===== src/rtl/cfg_loader_pkg.sv =====
// Shared definitions for the configuration bitstream loader.
//   state_e       : loader FSM states
//   CrcPoly/Init  : CRC-8 used for readback comparison
//   words_needed  : host words required to fill a chain of a given length
package cfg_loader_pkg;

   typedef enum logic [1:0] {StIdle, StLoad, StVerify, StDone} state_e;

   localparam logic [7:0] CrcPoly = 8'h07;
   localparam logic [7:0] CrcInit = 8'h00;

   function automatic int unsigned words_needed(input int unsigned chain_len,
                                                input int unsigned word_w);
      return (chain_len + word_w - 1) / word_w;
   endfunction

endpackage


===== src/rtl/crc8_serial.sv =====
// Bit-serial CRC-8 (MSB-first register, one input bit per enabled cycle).
// Ports:
//   prog_clk, rst : clock, async active-low reset
//   en            : fold din into the CRC this cycle
//   clr           : reload the initial value (wins over en)
//   din           : serial input bit
//   crc           : current CRC value
//   crc_next      : value the register takes at the coming edge
module crc8_serial
   import cfg_loader_pkg::*;
(
   input  logic       prog_clk,
   input  logic       rst,
   input  logic       en,
   input  logic       clr,
   input  logic       din,
   output logic [7:0] crc,
   output logic [7:0] crc_next
);

   logic [7:0] crc_q;
   logic       fb;

   always_comb begin
      fb       = crc_q[7] ^ din;
      crc_next = crc_q;
      if (clr) begin
         crc_next = CrcInit;
      end else if (en) begin
         crc_next = {crc_q[6:0], 1'b0} ^ (fb ? CrcPoly : 8'h00);
      end
   end

   always_ff @(posedge prog_clk or negedge rst) begin
      if (!rst) crc_q <= CrcInit;
      else      crc_q <= crc_next;
   end

   assign crc = crc_q;

endmodule


===== src/rtl/cfg_bitstream_loader.sv =====
// Serial configuration-chain driver. Accepts host words on a valid/ready
// stream and shifts them LSB-first onto prog_in, one bit per prog_en cycle.
// Optional readback (macro CFG_LOADER_READBACK_EN): a second identical pass
// is shifted while prog_out is CRC'd and compared against the first pass.
// Ports:
//   prog_clk, rst          : clock, async active-low reset
//   start                  : begin a load (ignored while busy)
//   word_data/valid/ready  : host word stream, bit 0 shifted first
//   prog_in, prog_en       : serial data and shift enable to chain head
//   prog_out               : chain tail, readback only
//   busy, done, error      : status; error is sticky readback mismatch
module cfg_bitstream_loader
   import cfg_loader_pkg::*;
#(
   parameter int unsigned CHAIN_LEN = 20,
   parameter int unsigned WORD_W    = 8
) (
   input  logic              prog_clk,
   input  logic              rst,
   input  logic              start,
   input  logic [WORD_W-1:0] word_data,
   input  logic              word_valid,
   output logic              word_ready,
   output logic              prog_in,
   output logic              prog_en,
   input  logic              prog_out,
   output logic              busy,
   output logic              done,
   output logic              error
);

   localparam int unsigned NumWords = words_needed(CHAIN_LEN, WORD_W);
   localparam int unsigned BitW     = $clog2(CHAIN_LEN);
   localparam int unsigned WcntW    = $clog2(WORD_W + 1);
   localparam int unsigned WordsW   = $clog2(NumWords + 1);

   state_e              state_q, state_d;
   logic [BitW-1:0]     bcnt_q, bcnt_d;
   logic [WcntW-1:0]    wcnt_q, wcnt_d;
   logic [WORD_W-1:0]   sh_q, sh_d;
   logic [WordsW-1:0]   words_q, words_d;
   logic                prog_in_q, prog_in_d;
   logic                prog_en_q, prog_en_d;
   logic                busy_q, busy_d;
   logic                done_q, done_d;
   logic                error_q, error_d;
   logic                in_pass, accept, bit_avail, bit_val;

`ifdef CFG_LOADER_READBACK_EN
   logic       verify_q;
   logic       crc_clr;
   logic [7:0] crc_a, crc_a_next, crc_b, crc_b_next;
`else
   logic       unused_prog_out;
   assign unused_prog_out = prog_out;
`endif

   assign in_pass    = (state_q == StLoad) || (state_q == StVerify);
   // Ready while the shifter is empty or on its last bit, so a new word can
   // be loaded without a gap in prog_en.
   assign word_ready = in_pass && (words_q < WordsW'(NumWords)) && (wcnt_q <= WcntW'(1));
   assign accept     = word_valid && word_ready;

   always_comb begin
      state_d   = state_q;
      bcnt_d    = bcnt_q;
      wcnt_d    = wcnt_q;
      sh_d      = sh_q;
      words_d   = words_q;
      prog_in_d = prog_in_q;
      prog_en_d = 1'b0;
      done_d    = 1'b0;
      error_d   = error_q;
      bit_avail = 1'b0;
      bit_val   = 1'b0;

      unique case (state_q)
         StIdle: begin
            if (start) begin
               state_d = StLoad;
               bcnt_d  = '0;
               wcnt_d  = '0;
               sh_d    = '0;
               words_d = '0;
               error_d = 1'b0;
            end
         end
         StLoad, StVerify: begin
            if (wcnt_q != '0) begin
               bit_avail = 1'b1;
               bit_val   = sh_q[0];
               sh_d      = sh_q >> 1;
               wcnt_d    = wcnt_q - WcntW'(1);
            end
            if (accept) begin
               words_d = words_q + WordsW'(1);
               if (wcnt_q == '0) begin
                  // Empty shifter: bit 0 goes straight out this edge.
                  bit_avail = 1'b1;
                  bit_val   = word_data[0];
                  sh_d      = word_data >> 1;
                  wcnt_d    = WcntW'(WORD_W - 1);
               end else begin
                  sh_d   = word_data;
                  wcnt_d = WcntW'(WORD_W);
               end
            end
            if (bit_avail) begin
               prog_en_d = 1'b1;
               prog_in_d = bit_val;
               bcnt_d    = bcnt_q + BitW'(1);
               if (bcnt_q == BitW'(CHAIN_LEN - 1)) begin
                  // Last chain bit: drop any leftover bits of the final word.
                  bcnt_d  = '0;
                  wcnt_d  = '0;
                  sh_d    = '0;
                  words_d = '0;
`ifdef CFG_LOADER_READBACK_EN
                  state_d = (state_q == StLoad) ? StVerify : StDone;
`else
                  state_d = StDone;
`endif
               end
            end
         end
         StDone: begin
            done_d  = 1'b1;
            state_d = StIdle;
`ifdef CFG_LOADER_READBACK_EN
            // The final readback bit is folded into CRC B at this same edge.
            error_d = (crc_a != crc_b_next);
`endif
         end
         default: state_d = StIdle;
      endcase

      busy_d = (state_d != StIdle);
   end

   always_ff @(posedge prog_clk or negedge rst) begin
      if (!rst) begin
         state_q   <= StIdle;
         bcnt_q    <= '0;
         wcnt_q    <= '0;
         sh_q      <= '0;
         words_q   <= '0;
         prog_in_q <= 1'b0;
         prog_en_q <= 1'b0;
         busy_q    <= 1'b0;
         done_q    <= 1'b0;
         error_q   <= 1'b0;
      end else begin
         state_q   <= state_d;
         bcnt_q    <= bcnt_d;
         wcnt_q    <= wcnt_d;
         sh_q      <= sh_d;
         words_q   <= words_d;
         prog_in_q <= prog_in_d;
         prog_en_q <= prog_en_d;
         busy_q    <= busy_d;
         done_q    <= done_d;
         error_q   <= error_d;
      end
   end

`ifdef CFG_LOADER_READBACK_EN
   // Marks that the prog_en currently presented belongs to the verify pass.
   always_ff @(posedge prog_clk or negedge rst) begin
      if (!rst) verify_q <= 1'b0;
      else      verify_q <= prog_en_d && (state_q == StVerify);
   end

   assign crc_clr = (state_q == StIdle) && start;

   crc8_serial u_crc_a (
      .prog_clk (prog_clk),
      .rst      (rst),
      .en       (bit_avail && (state_q == StLoad)),
      .clr      (crc_clr),
      .din      (bit_val),
      .crc      (crc_a),
      .crc_next (crc_a_next)
   );

   crc8_serial u_crc_b (
      .prog_clk (prog_clk),
      .rst      (rst),
      .en       (verify_q),
      .clr      (crc_clr),
      .din      (prog_out),
      .crc      (crc_b),
      .crc_next (crc_b_next)
   );

   logic unused_crc;
   assign unused_crc = ^{crc_a_next, crc_b};
`endif

   assign prog_in = prog_in_q;
   assign prog_en = prog_en_q;
   assign busy    = busy_q;
   assign done    = done_q;
   assign error   = error_q;

endmodule


===== config.mk =====
export PLATFORM = sky130hd
export DESIGN_NAME = cfg_bitstream_loader
export DESIGN_NICKNAME = d
export VERILOG_FILES = /design/src/rtl/cfg_loader_pkg.sv /design/src/rtl/crc8_serial.sv /design/src/rtl/cfg_bitstream_loader.sv
export SDC_FILE = /design/constraint.sdc
export NUM_CORES = 1
export LEC_CHECK = 0
export CAP_MARGIN = 20
export CORE_ASPECT_RATIO = 1.25
export CORE_MARGIN = 2
export CORE_UTILIZATION = 55
export CTS_CLUSTER_DIAMETER = 50
export CTS_CLUSTER_SIZE = 12
export DETAILED_ROUTE_END_ITERATION = 8
export PLACE_DENSITY = 0.8
export SYNTH_ARGS = -nofsm -noshare
export SYNTH_HDL_FRONTEND = slang
export SYNTH_SLANG_ARGS = --single-unit

===== constraint.sdc =====
create_clock -name prog_clk -period 1.9 [get_ports prog_clk]
set_input_delay 0.38 -clock prog_clk [delete_from_list [all_inputs] [get_ports prog_clk]]
set_output_delay 0.38 -clock prog_clk [all_outputs]
set_load 0.1 [all_outputs]

=== Word level (Yosys, flattened, before mapping) ===
Index checks and enable logic that the tools add are counted.

* Register bits: 25
* Input port bits: 13
* Output and inout port bits: 6
* Word-level logic and storage cells: 70

* Add/sub/neg operators: 3
* Magnitude comparators: 2
* Equality and inequality tests: 6
* Multiplexer cells: 37
* Reduce and logical (&&, ||, !) cells: 13

{| class="wikitable"
|+ Operator list
! cell !! number
|-
| 8-bit 2-to-1 mux || 6
|-
| 4-bit 2-to-1 mux || 6
|-
| 8-bit case mux with 2 select lines || 1
|-
| 5-bit 2-to-1 mux || 3
|-
| 2-bit 2-to-1 mux || 7
|-
| 1-bit 2-to-1 mux || 10
|-
| 5-bit case mux with 2 select lines || 1
|-
| 4-bit case mux with 2 select lines || 1
|-
| 2-bit case mux with 3 select lines || 1
|-
| 5-bit by 1-bit adder with 5-bit output (second input constant) || 1
|-
| 5-bit equality test (second input constant) || 1
|-
| 2-bit equality test (second input constant) || 2
|-
| 4-bit by 1-bit <= comparator with 1-bit output (second input constant) || 1
|-
| 4-bit zero test || 1
|-
| 2-bit != test (second input constant) || 2
|-
| 2-bit case mux with 2 select lines || 1
|-
| 2-bit AND reduction || 2
|-
| 2-bit nonzero test || 2
|-
| 4-bit nonzero test || 1
|-
| 4-bit by 1-bit subtractor with 4-bit output (second input constant) || 1
|-
| 1-bit logical AND || 3
|-
| 3-bit AND reduction || 1
|-
| 2-bit by 1-bit adder with 2-bit output (second input constant) || 1
|-
| 2-bit by 1-bit equality test with 1-bit output (second input constant) || 1
|-
| 4 further kinds || 4
|}

=== Longest topological paths before layout ===
Gate-level depths: netlist (run 1).

* Word-level depth: 10
* Mapped depth: 7
* Gate-level depth less buffers: 6

=== Least setup slack after synthesis (run 1) ===
OpenSTA, ideal clock, no wires.

* Kind: register to output
* Start: register state_q[1]
* End: output word_ready
* Data arrival time: 4.072 ns
* Data required time: 1.520 ns
* Setup slack: -2.552 ns
* Cell stages (with the launch flop): 5
* Path buffers: 0
* Cell sequence: dfrtp_1 -> inv_1 -> ha_1 -> inv_1 -> nor4b_1

* Longest elaborated chain between the ends: 4
* Elaborated cells between the ends (all ways): 5
* Classes of those cells: 2 x eq/ne; 3 x reduce/logical

{| class="wikitable"
|+ RTL lines
! item !! RTL line !! source
|-
| start: declaration || cfg_bitstream_loader.sv:37 || <nowiki>state_e state_q, state_d;</nowiki>
|-
| start signal: assignment || cfg_bitstream_loader.sv:142 || <nowiki>state_q <= StIdle;</nowiki>
|-
| start signal: assignment || cfg_bitstream_loader.sv:153 || <nowiki>state_q <= state_d;</nowiki>
|-
| 2-bit by 1-bit equality test with 1-bit output / 2-bit equality test (equally long branches) || cfg_bitstream_loader.sv:58 || <nowiki>assign in_pass = (state_q == StLoad) || (state_q == StVerify);</nowiki>
|-
| 1-bit logical OR * || cfg_bitstream_loader.sv:58 ||
|-
| 1-bit logical AND * (2 in series) || cfg_bitstream_loader.sv:61 || <nowiki>assign word_ready = in_pass && (words_q < WordsW'(NumWords)) && (wcnt_q <= WcntW'(1));</nowiki>
|-
| end: declaration || cfg_bitstream_loader.sv:23 || <nowiki>output logic word_ready,</nowiki>
|}

Every way passes the cells marked *; elsewhere a longest branch is shown, timed or not.

=== Worst setup path in the final report (run 1) ===
* Start: register state_q[0]
* End: output word_ready

Same word-level chain as after synthesis.

==> results of run 1 <==
==> area by class of cell <==
type                       instances  area, um^2
clock buffer                       4       26.28
fill                             178       639.4
inverter                           7       33.78
multi-input combinational        118       968.4
sequential                        25       625.6
tap                               34       42.54
timing repair buffer              43       370.4
==> synthesized netlist by cell type, drive strengths merged <==
master	n
and4bb	1
nor2	8
a31oi	2
nor2b	1
a22o	9
nor4	1
mux2i	1
a21oi	10
nand2	20
a32oi	7
a311oi	2
and3b	1
buf	8
nand2b	2
a2111oi	2
o311ai	1
nand4	1
nand3b	3
conb	1
or3b	2
xnor2	2
o31ai	3
a211oi	2
a21boi	1
or3	1
nor3b	1
inv	7
nand3	2
mux2	2
dfrtp	25
a2bb2oi	1
nor3	3
a22oi	1
ha	6
o22ai	7
o21ai	10
nor4b	1
==> logic make-up after synthesis <==
| group | after synthesis | share of synthesized area |
|---|---|---|
| xor+xnor | 2 | 0.01101 |
| mux | 3 | 0.02044 |
| buf+inv | 15 | 0.06446 |
| flops | 25 | 0.3931 |
| other cells | 1 | 0.002356 |
| simple gates | 48 | 0.1832 |
| compound gates | 58 | 0.2783 |
| fa+ha+maj | 6 | 0.04717 |
==> what timing repair did <==
item | in CTS | in global routing
buffers inserted | 5 | 5
setup endpoints to repair | 2 | 20
pin swaps | 4 | 7
gates resized for setup | 10 | 12
==> how the worst max path moves through the flow <==
stage | start | end | cells after the start
finish | state_q[0] | word_ready | 5
CTS | wcnt_q[0] | word_ready | 5
global placement | word_valid | words_q[0] | 6
detailed placement | word_valid | bcnt_q[3] | 6
floorplan | state_q[1] | word_ready | 4
global route | state_q[0] | word_ready | 5
==> registers in the layout (all words and copies together), names as in the netlist <==
name	count
prog_in	1
words_q	2
done	1
prog_en	1
bcnt_q	5
state_q	2
wcnt_q	4
busy	1
sh_q	8
==> metrics by stage <==
step                      setup WS [ns]  hold slack, ns
after floorplan                 -0.3524         0.08441
after global placement         -0.01872          0.4940
after detailed placement        -0.1024          0.5007
after CTS                       -0.1150          0.4091
after global routing            -0.2156          0.4184
final                           -0.1292          0.4025
==> power groups by stage <==
| stage | registers [W] | clock network [W] | logic [W] |
|---|---|---|---|
| floorplan | 0.00109 | 0 | 0.00147 |
| global placement | 0.000890 | 0 | 0.00215 |
| detailed placement | 0.000908 | 0 | 0.00221 |
| CTS | 0.000896 | 0.000254 | 0.00236 |
| global route | 0.000934 | 0.000279 | 0.00279 |
| finish | 0.000911 | 0.000253 | 0.00260 |
==> routing by layer <==
layer | up-vias | share of wire | track usage
met5 | - | 0 | 0
met4 | 0 | 0.016 | 0.09868
met3 | 8 | 0.046 | 0.04907
met2 | 57 | 0.53 | 0.4573
met1 | 710 | 0.41 | 0.3116
li1 | 678 | - | -
==> run summary, run 1 <==
The run finished, with violations left. The final reports fail on negative setup slack. The run gives 0.001919 W as the internal portion of total power.

The final standard cell utilization of the core came out at 0.7638. The tools report the starting density of the core as 0.5881. Buffers inserted during clock tree synthesis total 3. The number of global-route vias before repair came out at 1,511. The pin count of the biggest net entering global routing was 26; the clock latency of the later-clocked register in the worst-skew pair was 0.32 ns.

The design draws 0.003759 W. The run gives 1,453 as the total vias in the final route. The type of the most critical hold path was in2async.

The tools report the fraction of power consumed by the clock network as 0.067. Setup repair after global routing could not meet its margin everywhere. The clock period minus final worst setup slack was 2.029 ns; the synthesized instance count was 158. Worst-case reg-to-reg path depth: 8. The count of non-filler cells in the finished layout is 231.

Measured along the x axis, the die boundary spans 52.12 um. When the netlist entered floorplanning its net count stood at 177. For the number of warning messages in the yosys log, the log shows 0. The area share of the leading cell type in the synthesized netlist came out at 0.3931. Data on the critical path is required at its endpoint by 1.52 ns. The mean instance size in the synthesized netlist was 10.07 um^2. Yosys attributes the largest share of cell area to sky130_fd_sc_hd__dfrtp_1 (39%), sky130_fd_sc_hd__ha_1 (4.7%), sky130_fd_sc_hd__nand2_1 (4.7%). The worst register-to-register path ends at bcnt_q[3]. Leakage component of the power: 0.8681 nW.

Kind of critical path: reg2out. The clock slew seen by the registers of the worst setup and hold paths is 0.14 ns, and the switching portion of total power is 0.4895. The maximum level of the CTS H-tree is 1, and the number of pins exceeding their max-slew limit in the final report is 0. The worst setup margin is -0.1292 ns, and the overall die height is 64.14 um.

Core area: 0.002706 mm^2. The setup check on the worst reg-to-reg path leaves a slack of -0.04 ns. The tools report the weighted congestion reported at the end of routability-driven placement as 0.9070. The share of final-layout standard cells stronger than drive strength 1 works out to 0.3503.

In this design, the stage delay of the slowest critical-path cell is 0.40 ns. In this run the core area contains 21 standard-cell rows. The finished cells cover 0.002067 mm^2. Across the run, the number of max-cap violations was 0.

The aggregate global-route resource usage was 0.2625; the total congestion overflow was 0. The tools report the sequential share of power as 0.242. The routed design has 4086 um of wire. In this run the critical register-to-register path is launched from state_q[0].

The library cells used most frequently in the layout, excluding fill and tap cells, are sky130_fd_sc_hd__buf_4 (29), sky130_fd_sc_hd__dfrtp_1 (25), sky130_fd_sc_hd__nand2_1 (20). The via-per-instance ratio is 6.290, and the first-pass GRT wire length is 6837 um. The root cell of the clock tree was sky130_fd_sc_hd__clkbuf_4. The cell area that synthesis handed to floorplanning was 0.001592 mm^2. The run gives 0 as the initial antenna violation count. The run gives 0 as the DRC violations left. Of all nets on the critical path, the largest fanout is 3. Number of sinks on the clock net: 25.

The critical path goes through inv_2 -> ha_4 -> inv_8 -> nor4b_4 -> buf_12. Post-synthesis to final-layout area growth: 29.87%. STA classifies the critical path endpoint as an output port.

Grouping stages by cell kind, the critical path spends the most delay in flip-flops. Adding up every negative setup slack in the final design gives -0.2759 ns. The count of cell types in the netlist is 49.

Once detail routing completed, the nets flagged for antenna violations numbered 0. Counting flops and latches in the post-synthesis netlist gives 25. The count of buffers added on input and output ports is 16. The reported net switching power was 0.001840 W.

The portion of the clock cycle consumed by the worst path in the final layout is 1.068, and the maximum vdd drop is 1190 uV. Dividing total power by cell area gives a power density of 1819 mW/mm^2. The logic gate share of total power came out at 0.690.

The run gives 4 as the length of the first detailed-routing pass in iterations. Summing all placed instances gives a cell area of 0.001878 mm^2. Counting both buffers and inverters, the worst setup path holds a total of 3. Number of design-rule violations left by the first detailed-router iteration: 58. Library cell with the largest summed area after synthesis: sky130_fd_sc_hd__dfrtp_1.

In this run, placement finished with an instance count of 217. The routed length per placed instance is 17.69 um, and the clock tree buffer depth is 2. Setup violations remaining at the end of the flow were counted as 7. Final number of hold-violating endpoints: 0. After the last flow step, the layout net total stands at 217.

The register area share after synthesis came out at 0.3931. The worst setup path is launched from a flop. The maximum clock frequency came out at 492.8 MHz. The area of the die is 0.003343 mm^2, and the post-detailed-placement half-perimeter wirelength is 2679 um. The hold buffer count at cts was 0. The most common cell after layout, fill and taps aside is sky130_fd_sc_hd__buf_4.

During I/O placement, the number of pins put on the boundary was 19. TritonCTS built the clock tree. Clock skew on the completed layout was measured at 0.003320 ns.

The number of antenna diodes in the final layout is 0. STA puts the critical path data arrival time at 1.65 ns. Among all stages on the critical path, the largest delay is contributed by sky130_fd_sc_hd__dfrtp_1.
Note: power is estimated with default switching activity, not from simulation.
==> run 2: changes to the inputs <==
CORE_MARGIN = unset   (was 2)
CTS_CLUSTER_SIZE = unset   (was 12)
==> run summary, run 2 (same netlist as run 1, synthesis figures left out) <==
For the first-pass GRT wire length, the log shows 6147 um (-10%). The worst hold path belongs to the class in2async. The total vias in the final route is 1,482 (+2.0%). The total congestion overflow is 0 (unchanged), and the post-placement setup slack is -0.04042 ns (+0.06196 ns). Maximum clock frequency: 488.4 MHz (-0.89%).

TritonCTS built the clock tree. The total buffers and inverters traversed by the critical path works out to 3 (unchanged). The core area was 0.002706 mm^2 (unchanged).

The run gives 4145 um (+1.4%) as the overall routed net length. The signal on the critical path passes through inv_2 -> ha_4 -> buf_6 -> nor2_4 -> nor4b_4 -> buf_12. The flip-flop count of the largest register after layout is 8 (unchanged), and the weighted congestion reported at the end of routability-driven placement is 0.8998 (-0.79%). The final clock skew came out at 0.006954 ns (+0.003635 ns).

The total area of multi-input combinational cells came out at 978.4 um^2 (+1.0%). The run gives 0 (unchanged) as the initial antenna violation count. Setup repair after global routing could not meet its margin everywhere.

The setup violation total in the final timing report is 14 (+7), and the final number of hold-violating endpoints is 0 (unchanged). Area occupied by registers: 626.9 um^2 (+0.20%). The kind of critical path was reg2out.

The largest registers in the layout are sh_q x8, bcnt_q x5, wcnt_q x4. The horizontal extent of the die was 50.12 um (-3.8%); the pin count of the biggest net entering global routing was 26 (unchanged). The checks that failed: negative setup slack. The maximum level of the CTS H-tree is 1 (unchanged).

The starting density of the core was 0.5881 (unchanged); the placed cell count was 217 (unchanged). The top-level I/O count is 19 (unchanged). The clock period minus final worst setup slack was 2.048 ns (+0.01832 ns); the hold buffer count at cts was 0 (unchanged). The aggregate global-route resource usage was 0.2508 (-0.01176).

The count of non-filler cells in the finished layout was 235 (+1.7%); the number of pins exceeding their max-slew limit in the final report was 0 (unchanged). Leaving out fill and tap cells, the most frequent cell in the layout is sky130_fd_sc_hd__buf_4. The register with the most flip-flops is sh_q. The DRC violations left came out at 0 (unchanged). Post-synthesis to final-layout area growth: 33.41%. The biggest fanout along the worst timing path is 3 (unchanged).

The top cell types in the final layout, fill and taps aside, are sky130_fd_sc_hd__buf_4 (30), sky130_fd_sc_hd__dfrtp_1 (24), sky130_fd_sc_hd__nand2_1 (20). The flow ran to the end, but the final reports show violations. The count of max-cap constraint violations is 0 (unchanged). The via-per-instance ratio came out at 6.306 (+0.26%). The row count came out at 21 (unchanged). The logs give 4 (unchanged) for the length of the first detailed-routing pass in iterations and 1165 uV (-2.1%) for the maximum vdd drop. Clock slew seen by the registers of the worst setup and hold paths: 0.14 ns (about the same). The overall die height is 62.14 um (-3.1%). On the critical path, the stage with the largest delay is an instance of sky130_fd_sc_hd__dfrtp_1. Worst reg-to-reg setup slack: -0.06 ns (-0.02 ns). The data arrival time of the critical path is 1.67 ns (+0.02 ns), and the post-detailed-placement half-perimeter wirelength is 2592 um (-3.3%). The number of nets still failing antenna checks after routing is 0 (unchanged), and the number of sinks on the clock net is 25 (unchanged).

The count of buffers from port buffering was 16 (unchanged); the number of design-rule violations left by the first detailed-router iteration was 130 (+120%). Clock tree synthesis selected as its root buffer the cell sky130_fd_sc_hd__clkbuf_4. The tools report the leakage component of the power as 0.8867 nW (+2.1%).

The portion of the clock cycle consumed by the worst path in the final layout is 1.078 (+0.009644). The logs give 2 (unchanged) for the clock tree buffer depth and -0.1476 ns (-0.01832 ns) for the worst setup margin. The CTS buffer count was 3 (unchanged).

The share of final-layout standard cells stronger than drive strength 1 is 0.3682 (+0.01791), and the routed length per placed instance is 17.64 um (-0.28%). The filler cell count came out at 165 (-7.3%). Number of global-route vias before repair: 1,434 (-5.1%). The cell family contributing the most delay on the critical path was flip-flops.

The run gives 0.33 ns (about the same) as the clock latency of the later-clocked register in the worst-skew pair. For the number of inserted diodes, the log shows 0 (unchanged). The required arrival time at the worst endpoint was 1.52 ns (about the same). The delay of the slowest cell on the worst path is 0.42 ns (+0.02 ns). The number of nets in the layout was 221 (+1.8%). Area of the die: 0.003114 mm^2 (-6.8%). The total power per unit cell area works out to 1824 mW/mm^2 (+0.29%).

Startpoint class of the critical path: a flop. The tools report the type of element capturing the critical path as an output port.
## run 2: where the power goes
part           internal (W)  switching, W  total (W)
Clock             0.0000825      0.000167   0.000249
Sequential         0.000731      0.000182   0.000913
Combinational       0.00119       0.00152    0.00271
## run 2: worst paths after layout
path,start,endpoint,depth (start not counted)
setup / recovery,wcnt_q[1],word_ready,6
hold / removal,rst,busy,2
setup reg to reg,state_q[1],words_q[0],8
hold reg to reg,words_q[1],words_q[1],1
max in group asynchronous,rst,bcnt_q[0],2
min in group prog_clk,words_q[1],words_q[1],1
## run 2: cell type report
| class | instances | share of cell area |
|---|---|---|
| inverter | 7 | 0.01591 |
| timing repair buffer | 47 | 0.1956 |
| tap | 34 | 0.02004 |
| multi-input combinational | 118 | 0.4608 |
| clock buffer | 4 | 0.01237 |
| sequential | 25 | 0.2952 |
## run 2: metal layers
metal | vias up | part of all wire | GRT usage
met5 | - | 0 | 0
met4 | 0 | 0.021 | 0.09643
met3 | 11 | 0.043 | 0.02941
met2 | 53 | 0.55 | 0.4433
met1 | 729 | 0.39 | 0.3010
li1 | 689 | - | -
## run 2: timing repair
action | CTS | global route
resized for setup | 8 | 20
setup buffers | 3 | 11
endpoints found under the setup margin | 1 | 21
pin swaps | 5 | 8
## run 2: metrics by stage
step | setup TNS (ns) | util | total power [W] | hold slack (ns) | cell area, um^2
after floorplan | -0.3524 | - | 0.002555 | 0.08441 | 1624
after global routing | -1.576 | 0.7846 | 0.004089 | 0.4257 | 2123
after CTS | -0.7306 | 0.7217 | 0.003472 | 0.4073 | 1953
final | -0.3993 | 0.7846 | 0.003873 | 0.3934 | 2123
after detailed placement | -0.2465 | 0.6939 | 0.003121 | 0.5033 | 1878
after global placement | -0.03102 | 0.6939 | 0.003041 | 0.4930 | 1878
